## src/rtl/demux_reg_rs.sv

```systemverilog
// Registered 1-to-2 demultiplexer: one valid/ready stream steered by sel into
// two independently drained 2-entry FIFOs (ibits when sel=1, rbits when sel=0).

module demux_reg_rs_fifo #(
    parameter int W = 3
) (
    input  logic         clk,
    input  logic         rst_n,
    input  logic         i_push,
    input  logic [W-1:0] i_wdata,
    input  logic         i_pop,
    output logic [W-1:0] o_head,
    output logic [1:0]   o_count
);

    logic [W-1:0] r_mem [2];
    logic         r_wp;
    logic         r_rp;
    logic [1:0]   r_count;

    // Storage is cleared on reset so the head reads 0 while empty.
    always_ff @(posedge clk or negedge rst_n) begin
        if (!rst_n) begin
            r_mem[0] <= '0;
            r_mem[1] <= '0;
            r_wp     <= 1'b0;
            r_rp     <= 1'b0;
            r_count  <= '0;
        end else begin
            if (i_push) begin
                r_mem[r_wp] <= i_wdata;
                r_wp        <= ~r_wp;
            end
            if (i_pop) begin
                r_rp <= ~r_rp;
            end
            case ({i_push, i_pop})
                2'b10:   r_count <= r_count + 2'd1;
                2'b01:   r_count <= r_count - 2'd1;
                default: r_count <= r_count;
            endcase
        end
    end

    assign o_head  = r_mem[r_rp];
    assign o_count = r_count;

endmodule

module demux_reg_rs #(
    parameter int N = 2
) (
    input  logic       clk,
    input  logic       rst_n,
    input  logic [N:0] in_bits,
    input  logic       sel,
    input  logic       in_valid,
    output logic       in_ready,
    output logic [N:0] ibits,
    output logic       ibits_valid,
    input  logic       ibits_ready,
    output logic [N:0] rbits,
    output logic       rbits_valid,
    input  logic       rbits_ready,
    output logic [1:0] ibits_count,
    output logic [1:0] rbits_count
);

    logic w_accept;
    logic w_push_i;
    logic w_push_r;
    logic w_pop_i;
    logic w_pop_r;

    // Registered counts only: a same-cycle pop on a full channel does not open in_ready.
    assign in_ready    = sel ? (ibits_count != 2'd2) : (rbits_count != 2'd2);
    assign w_accept    = in_valid && in_ready;
    assign w_push_i    = w_accept && sel;
    assign w_push_r    = w_accept && !sel;

    assign ibits_valid = (ibits_count != 2'd0);
    assign rbits_valid = (rbits_count != 2'd0);
    assign w_pop_i     = ibits_valid && ibits_ready;
    assign w_pop_r     = rbits_valid && rbits_ready;

    demux_reg_rs_fifo #(.W(N + 1)) u_ififo (
        .clk     (clk),
        .rst_n   (rst_n),
        .i_push  (w_push_i),
        .i_wdata (in_bits),
        .i_pop   (w_pop_i),
        .o_head  (ibits),
        .o_count (ibits_count)
    );

    demux_reg_rs_fifo #(.W(N + 1)) u_rfifo (
        .clk     (clk),
        .rst_n   (rst_n),
        .i_push  (w_push_r),
        .i_wdata (in_bits),
        .i_pop   (w_pop_r),
        .o_head  (rbits),
        .o_count (rbits_count)
    );

endmodule

```

## config.mk

```make
export PLATFORM = sky130hd
export DESIGN_NAME = demux_reg_rs
export DESIGN_NICKNAME = d
export VERILOG_FILES = /design/src/rtl/demux_reg_rs.sv
export SDC_FILE = /design/constraint.sdc
export NUM_CORES = 1
export LEC_CHECK = 0
export BUFFER_PORTS_ARGS = -buffer_cell sky130_fd_sc_hd__buf_4
export CAP_MARGIN = 20
export CORE_ASPECT_RATIO = 0.7
export CORE_MARGIN = 1
export CORE_UTILIZATION = 51
export DETAILED_ROUTE_END_ITERATION = 12
export PLACE_DENSITY = 0.76
export SKIP_CTS_REPAIR_TIMING = 1
export SLEW_MARGIN = 30
export SYNTH_ARGS = -nofsm -noshare
export SYNTH_HDL_FRONTEND = slang
export SYNTH_SLANG_ARGS = --single-unit
```

## constraint.sdc

```tcl
create_clock -name clk -period 2.2 [get_ports clk]
set_clock_uncertainty 0.1 [all_clocks]
set_input_delay 0.55 -clock clk [delete_from_list [all_inputs] [get_ports clk]]
set_output_delay 0.55 -clock clk [all_outputs]
set_load 0.02 [all_outputs]
```

# After elaboration in Yosys (flattened, before gate mapping)
# Cells that the tools add are included.
[op_classes] add_sub_neg=4 n_reduce_logical=12 n_mux=15 bitwise_logic=8 n_lt_le_gt_ge=6 eq_ne=6
[ops] op="3-bit 2-to-1 mux" count=8
[ops] op="6-bit bitwise mux" count=2
[ops] op="2-bit >= comparator (second input constant)" count=4
[ops] op="1-bit inverter with 2-bit output" count=4
[ops] op="2-bit one-hot mux with 2 select lines" count=2
[ops] op="2-bit nonzero test" count=4
[ops] op="1-bit logical AND" count=7
[ops] op="3-bit demux with 1-bit select" count=2
[ops] op="2-bit by 1-bit adder with 2-bit output (second input constant)" count=2
[ops] op="2-bit by 1-bit equality test with 1-bit output (second input constant)" count=2
[ops] op="2-bit equality test (second input constant)" count=2
[ops] op="2-bit by 1-bit < comparator with 1-bit output (second input constant)" count=2
[ops] op="2-bit != test (second input constant)" count=2
[ops] op="1-bit inverter" count=4
[ops] op="2-bit by 1-bit subtractor with 2-bit output (second input constant)" count=2
[ops] op="1-bit logical NOT" count=1
[ops] op="1-bit 2-to-1 mux" count=1
[word_totals] out_inout_bits=13 reg_bits=20 input_bits=9 word_cells=61

# Logic depth before layout (Yosys ltp)
# Gate-level depths: netlist of run 1.
[logic_depth] ltp_word=6 ltp_mapped=6 ltp_nobuf=6

# Modules after synthesis
# Synthesis of run 1 repeated with hierarchy kept, for this count alone.
[hier_totals] cells_unflattened=69 area_unflattened_um2=928.4
[modules_own_cells] mod="demux_reg_rs_fifo at u_ififo" instances=1 area_each_um2=432.9 cells_per_inst=29 seq_area_each_um2=250.2
[modules_own_cells] mod="demux_reg_rs_fifo at u_rfifo" instances=1 area_each_um2=425.4 cells_per_inst=29 seq_area_each_um2=250.2
[modules_own_cells] mod="demux_reg_rs" instances=1 area_each_um2=70.1 cells_per_inst=11 seq_area_each_um2=0.0

# Worst setup path before layout of run 1
# OpenSTA, ideal clock, no wires.
[synth_path] path_type="flip-flop to flip-flop" startpoint="register u_ififo.r_count[0] (netlist: u_ififo.o_count[0])" endpoint="register u_ififo.r_count[1] (netlist: u_ififo.o_count[1])" required_time_ns=2.020 stages_incl_launch_ff=6 period_less_slack_ns=1.809 path_slack_ns=0.391 setup_ns=0.080 arrival_ns=1.629 n_path_buf=0 cell_sequence="dfrtp_1 or2_2 and2_1 ha_1 nor2_1 xor2_1"
[synth_via] elab_cells_between_ends=12 classes_between="2 x add/sub; 3 x eq/ne; 2 x mux; 5 x reduce/logical"
[synth_lines] element="start, declared" line="19" text="logic [1:0] r_count;"
[synth_lines] element="start signal, assigned" line="38" text="2'b10: r_count <= r_count + 2'd1;"
[synth_lines] element="start signal, assigned" line="39" text="2'b01: r_count <= r_count - 2'd1;"
[synth_lines] element="start signal, assigned" line="40" text="default: r_count <= r_count;"
[synth_lines] element="2-bit nonzero test (*)" line="81" text="assign ibits_valid = (ibits_count != 2'd0);"
[synth_lines] element="named net ibits_valid" line="60" text="output logic ibits_valid,"
[synth_lines] element="1-bit logical AND (*)" line="83" text="assign w_pop_i = ibits_valid && ibits_ready;"
[synth_lines] element="named net u_ififo.i_pop" line="11" text="input logic i_pop,"
[synth_lines] element="2-bit by 1-bit equality test with 1-bit output / 2-bit equality test (equally long branches)" line="37" text="case ({i_push, i_pop})"
[synth_lines] element="2-bit one-hot mux with 2 select lines / 2-bit nonzero test (equally long branches)"
# Mark *: on every way through the listed nets, which the timed path passes. The rest lies on a longest branch.
# A chain may end at the register's enable or synchronous reset.

# Worst setup path after layout of run 1
[layout_path] startpoint="register u_rfifo.r_rp" endpoint="output rbits[1]"
[layout_via] elab_chain_cells=4
[layout_rtl] element="start, declared" line="18" text="logic r_rp;"
[layout_rtl] element="start signal, assigned" line="35" text="r_rp <= ~r_rp;"
[layout_rtl] element="1-bit inverter with 2-bit output (not written as such)" line="45" text="assign o_head = r_mem[r_rp];"
[layout_rtl] element="3-bit 2-to-1 mux (not written as such) (3 in a row)" line="45"
[layout_rtl] element="end, declared" line="62" text="output logic [N:0] rbits,"
# No other way between the ends. The select of a mux whose other input is x is not followed.

==> run summary, run 1 <==
final setup fails - 0
die height - 38.3 um
most frequent cells in the layout - buf_4 (21), dfrtp_1 (20), mux2_2 (15)
initial antenna violation count - 0
syn_nets - 81
Inserted Clock Buffers - 3
Rel. slew slack - 79.9%
Avg Inst Size Synth - 13.7 um^2
number of maximum-capacitance constraint violations - 0
Placer Congestion - 0.663
area delta synth->final - 25.6%
f_max - 514 MHz
worst-path fanout max - 4
vias in the first global route - 531
Port Buf Inserts - 21
Vias - 615
CORE AREA - 1680 um^2
Reg clk slew, reported paths - 0.12 ns
post-layout min period - 1.95 ns
CTS sink cnt - 20
first drt pass iteration count - 2
library cells used by synthesis - 20
Startpoint Class - register
Pleak - 0.553 nW
register bit total from synthesis - 20
Post-Route WL - 1710 um
io pins - 22
Final #Nets - 108
initial DRC count - 6
worst min path class - in2reg
GRT overflow - 0
WHS - 0.388 ns
first-pass GRT wire length - 2620 um
drc violations - 0
gr usage total - 20.2%
Gate Count Post-Synth - 70
average wire per standard cell - 14.6 um
post-layout util - 71.9%
fillers - 123
Syn. warnings - 0
DPL Wire Length - 1260 um
fin. max-slew vios - 0
RSZ-0062 raised after global routing - false
Die ar. - 2070 um^2
CTS max path bufs - 2
n_diodes - 0
std cell rows - 12
remaining antenna violation count after routing - 0
status - finished, final reports clean
power per cell area - 1670 nW/um^2
Die X - 53.9 um
CTS tree - yes
root buf cell - clkbuf_4
Worst-Skew Late Latency - 0.31 ns
WP data arrival - 1.30 ns
Worst Tran Pin Value - 0.300 ns
leading cell type in the layout, fill and taps excluded - buf_4
Setup Crit Path Kind - reg2out
H-tree Lvls - 1
share of the clock period used by the worst path - 88.4%
register area share after synthesis - 52.0%
Peak VDD IR - 1150 uV
Initial Util - 57.2%
CP Capture Type - primary output
Critical Path RT - 1.55 ns
final hold vios - 0
Setup TNS - 0 ns
via/cell ratio - 5.26
Synth Cell Area - 962 um^2
pin count of the biggest net entering global routing - 21
layout cells sized above 1 - 51.0%
worst paths after layout:
| check | from | end | slack (ns) | cells past startpoint |
|---|---|---|---|---|
| min in group asynchronous | rst_n | u_ififo.r_mem[0] | 0.54 | 2 |
| max in group asynchronous | rst_n | u_ififo.o_count[0] | 1.24 | 2 |
| worst min-delay path | in_bits[1] | u_rfifo.r_mem[1] | 0.39 | 2 |
| worst max register to register | u_ififo.o_count[1] | u_ififo.o_count[1] | 0.43 | 5 |
| worst min register to register | u_ififo.r_mem[1] | u_ififo.r_mem[1] | 0.41 | 1 |
| worst max-delay path | u_rfifo.r_rp | rbits[1] | 0.25 | 2 |
power by group:
part | internal [mW] | switching [mW]
clock network | 0.184 | 0.118
logic | 0.539 | 0.445
registers | 0.560 | 0.170
critical path, stage by stage, from the launching register on:
cell and delay (ns):
dfrtp_1 0.46, mux2_2 0.37, buf_4 0.16
kinds of logic (layout without fill, tap and decap cells):
group | Yosys count | after routing | synth area share (%)
compound gates | 1 | 1 | 0.520
mux | 18 | 18 | 22.2
simple gates | 19 | 19 | 13.5
xor+xnor | 10 | 10 | 9.10
fa+ha+maj | 2 | 2 | 2.60
flops | 20 | 20 | 52.0
buf+inv | 0 | 26 | 0
cells in the mapped netlist (all sizes together):
cell / n / share of area, %
nand2: 1 / 0.39
nand4: 1 / 0.65
dfrtp: 20 / 52
nand3: 1 / 0.52
or3b: 1 / 1.2
nand2b: 4 / 3.4
mux2: 18 / 22
or2: 2 / 1.3
xnor2: 6 / 5.5
nor2: 3 / 1.2
xor2: 4 / 3.6
ha: 2 / 2.6
and2: 2 / 1.3
a21oi: 1 / 0.52
nor3: 2 / 2.1
nor2b: 2 / 1.6
through the flow:
step / total power, mW / instances / worst slack [ns] / cell area, um^2
6_report: 2.02 / 117 / 0.255 / 1210
5_1_grt: 2.15 / 117 / 0.171 / 1210
4_1_cts: 2.03 / 116 / 0.250 / 1200
3_5_place_dp: 1.72 / 112 / 0.373 / 1150
3_3_place_gp: 1.69 / 112 / 0.439 / 1150
2_1_floorplan: 1.37 / 70 / 0.391 / 962
metal layers:
layer / GRT usage [%] / up-vias / wire (um)
met5: 0 / - / 0
met4: 5.92 / 0 / 8
met3: 9.52 / 2 / 91
met2: 28.1 / 16 / 737
met1: 27.7 / 301 / 871
li1: - / 296 / -
registers in the layout, indices dropped and copies added, names as in the netlist:
| name | flops |
|---|---|
| u_rfifo.r_wp | 1 |
| u_rfifo.r_rp | 1 |
| u_ififo.r_mem | 6 |
| u_rfifo.r_mem | 6 |
| u_rfifo.o_count | 2 |
| u_ififo.r_rp | 1 |
| u_ififo.r_wp | 1 |
| u_ififo.o_count | 2 |
layout make-up:
class | instances | area (um^2) | share of cell area (%)
repair buffers | 22 | 168 | 13.9
clock inverters | 1 | 30.0 | 2.48
clock buffers | 3 | 22.5 | 1.86
flip-flops and latches | 20 | 500 | 41.4
well taps | 21 | 26.3 | 2.17
multi-input cells | 50 | 462 | 38.2
No activity file was read; power rests on OpenSTA's default activity.
==> inputs of run 2 (changes only) <==
Settings changed: CORE_MARGIN 1 to 2, SLEW_MARGIN 30 to 20.
==> run summary, run 2 (synthesis gave the netlist of run 1 again) <==
WP data arrival - 1.28 ns (was 1.30 ns)
Switching Power - 728 uW (was 733 uW)
Rel. slew slack - 78.8% (was 79.9%)
area delta synth->final - 25.7% (was 25.6%)
Vias - 596 (was 615)
CTS max path bufs - 2 (unchanged)
Inserted Clock Buffers - 3 (unchanged)
met3 Use GR - 7.42% (was 9.52%)
routing usage on met2 - 28.6% (was 28.1%)
Post-Route WL - 1700 um (was 1710 um)
DPL Wire Length - 1290 um (was 1260 um)
Worst Tran Pin Value - 0.317 ns (was 0.300 ns)
most frequent cells in the layout - buf_4 (21), dfrtp_1 (20), mux2_2 (15) (unchanged)
first drt pass iteration count - 3 (was 2)
share of the clock period used by the worst path - 87.9% (was 88.4%)
Peak VDD IR - 1010 uV (was 1150 uV)
CTS tree - yes (unchanged)
status - finished, final reports clean (unchanged)
layout cells sized above 1 - 51.0% (unchanged)
die height - 40.3 um (was 38.3 um)
Clock power frac - 15.1% (was 15.0%)
initial antenna violation count - 0 (unchanged)
final setup margin - 0.266 ns (was 0.255 ns)
initial DRC count - 5 (was 6)
Final #Nets - 108 (unchanged)
Worst-Skew Late Latency - 0.31 ns (about the same)
total power - 2.01 mW (was 2.02 mW)
CP Capture Type - primary output (unchanged)
vias in the first global route - 579 (was 531)
grt met1 use - 20.9% (was 27.7%)
CORE AREA - 1820 um^2 (was 1680 um^2)
Die ar. - 2260 um^2 (was 2070 um^2)
RSZ-0062 raised after global routing - false (unchanged)
Startpoint Class - register (unchanged)
post-layout min period - 1.93 ns (was 1.95 ns)
crit-path max cell delay - 0.46 ns (about the same)
Pint - 1.28 mW (about the same)
Reg clk slew, reported paths - 0.11 ns (was 0.12 ns)
Die X - 55.9 um (was 53.9 um)
std cell rows - 13 (was 12)
worst-path cell with the longest stage delay - dfrtp_1 (unchanged)
Place WS - 0.415 ns (was 0.373 ns)
CP Depth - 2 (unchanged)
worst r2r path cells - 5 (unchanged)
root buf cell - clkbuf_4 (unchanged)
gr usage total - 17.4% (was 20.2%)
leading cell type in the layout, fill and taps excluded - buf_4 (unchanged)
power per cell area - 1660 nW/um^2 (was 1670 nW/um^2)
global route hottest layer - met2 (unchanged)
fillers - 147 (was 123)
final setup fails - 0 (unchanged)
io pins - 22 (unchanged)
combinational share of power - 48.7% (was 48.8%)
n_diodes - 0 (unchanged)
H-tree Lvls - 1 (unchanged)
Critical Path RT - 1.55 ns (about the same)
crit path buf inv count - 1 (unchanged)
Initial Util - 52.8% (was 57.2%)
CTS sink cnt - 20 (unchanged)
Setup TNS - 0 ns (unchanged)
drc violations - 0 (unchanged)
sw frac - 36.2% (was 36.3%)
first-pass GRT wire length - 2760 um (was 2620 um)
worst-path fanout max - 4 (unchanged)
Placer Congestion - 0.676 (was 0.663)
pin count of the biggest net entering global routing - 21 (unchanged)
Worst Hold Path Cells - 2 (unchanged)
Port Buf Inserts - 21 (unchanged)
final hold vios - 0 (unchanged)
GRT overflow - 0 (unchanged)
average wire per standard cell - 14.4 um (was 14.6 um)
fin. max-slew vios - 0 (unchanged)
Pleak - 0.553 nW (unchanged)
Seq pwr share - 36.2% (about the same)
remaining antenna violation count after routing - 0 (unchanged)
f_max - 517 MHz (was 514 MHz)
number of maximum-capacitance constraint violations - 0 (unchanged)
Top Registers - u_ififo.r_mem: 6 flops, u_rfifo.r_mem: 6 flops (unchanged)
via/cell ratio - 5.05 (was 5.26)
crit-path cells - mux2_2 -> buf_4 (unchanged)
worst min path class - in2reg (unchanged)
Setup Crit Path Kind - reg2out (unchanged)
cell family with the largest share of critical-path delay - flip-flops (unchanged)
## run 2: cell counts in the layout (fill, tap and decap cells not counted)
No cell type changed its count.
## run 2: worst paths after layout
check,startpoint,end,slack (ns)
worst max-delay path,u_ififo.r_rp,ibits[0],0.27
worst min-delay path,in_bits[2],u_rfifo.r_mem[2],0.39
worst max register to register,u_ififo.o_count[0],u_ififo.o_count[1],0.42
worst min register to register,u_rfifo.r_mem[4],u_rfifo.r_mem[4],0.42
max in group asynchronous,rst_n,u_ififo.o_count[0],1.26
min in group asynchronous,rst_n,u_ififo.r_mem[0],0.53
## run 2: power groups by stage
stage / sequential, mW / clock (mW) / combinational (mW)
2_1_floorplan: 0.738 / 0 / 0.636
4_1_cts: 0.728 / 0.311 / 0.993
5_1_grt: 0.756 / 0.329 / 1.06
3_3_place_gp: 0.724 / 0 / 0.964
3_5_place_dp: 0.733 / 0 / 0.989
6_report: 0.729 / 0.303 / 0.980
## run 2: cell type report
class	count	area, um^2	area share [%]
clock buffer	3	22.5	1.86
clock inverter	1	30.0	2.48
multi-input combinational	50	462	38.2
sequential	20	500	41.4
tap	22	27.5	2.28
timing repair buffer	22	168	13.9
## run 2: stage by stage
stage,hold WS [ns],std cells,instance area [um^2],utilization [%]
detailed placement,0.345,113,1150,63.0
global placement,0.346,113,1150,63.0
floorplan,0.154,70,962,-
global route,0.365,118,1210,66.4
CTS,-0.00755,117,1200,65.9
finish,0.387,118,1210,66.4
## run 2: routing by layer
metal  up-vias  routed length (um)
met5         -                   0
met4         0                  11
met3         2                 105
met2        15                 774
met1       285                 807
li1        294                   -
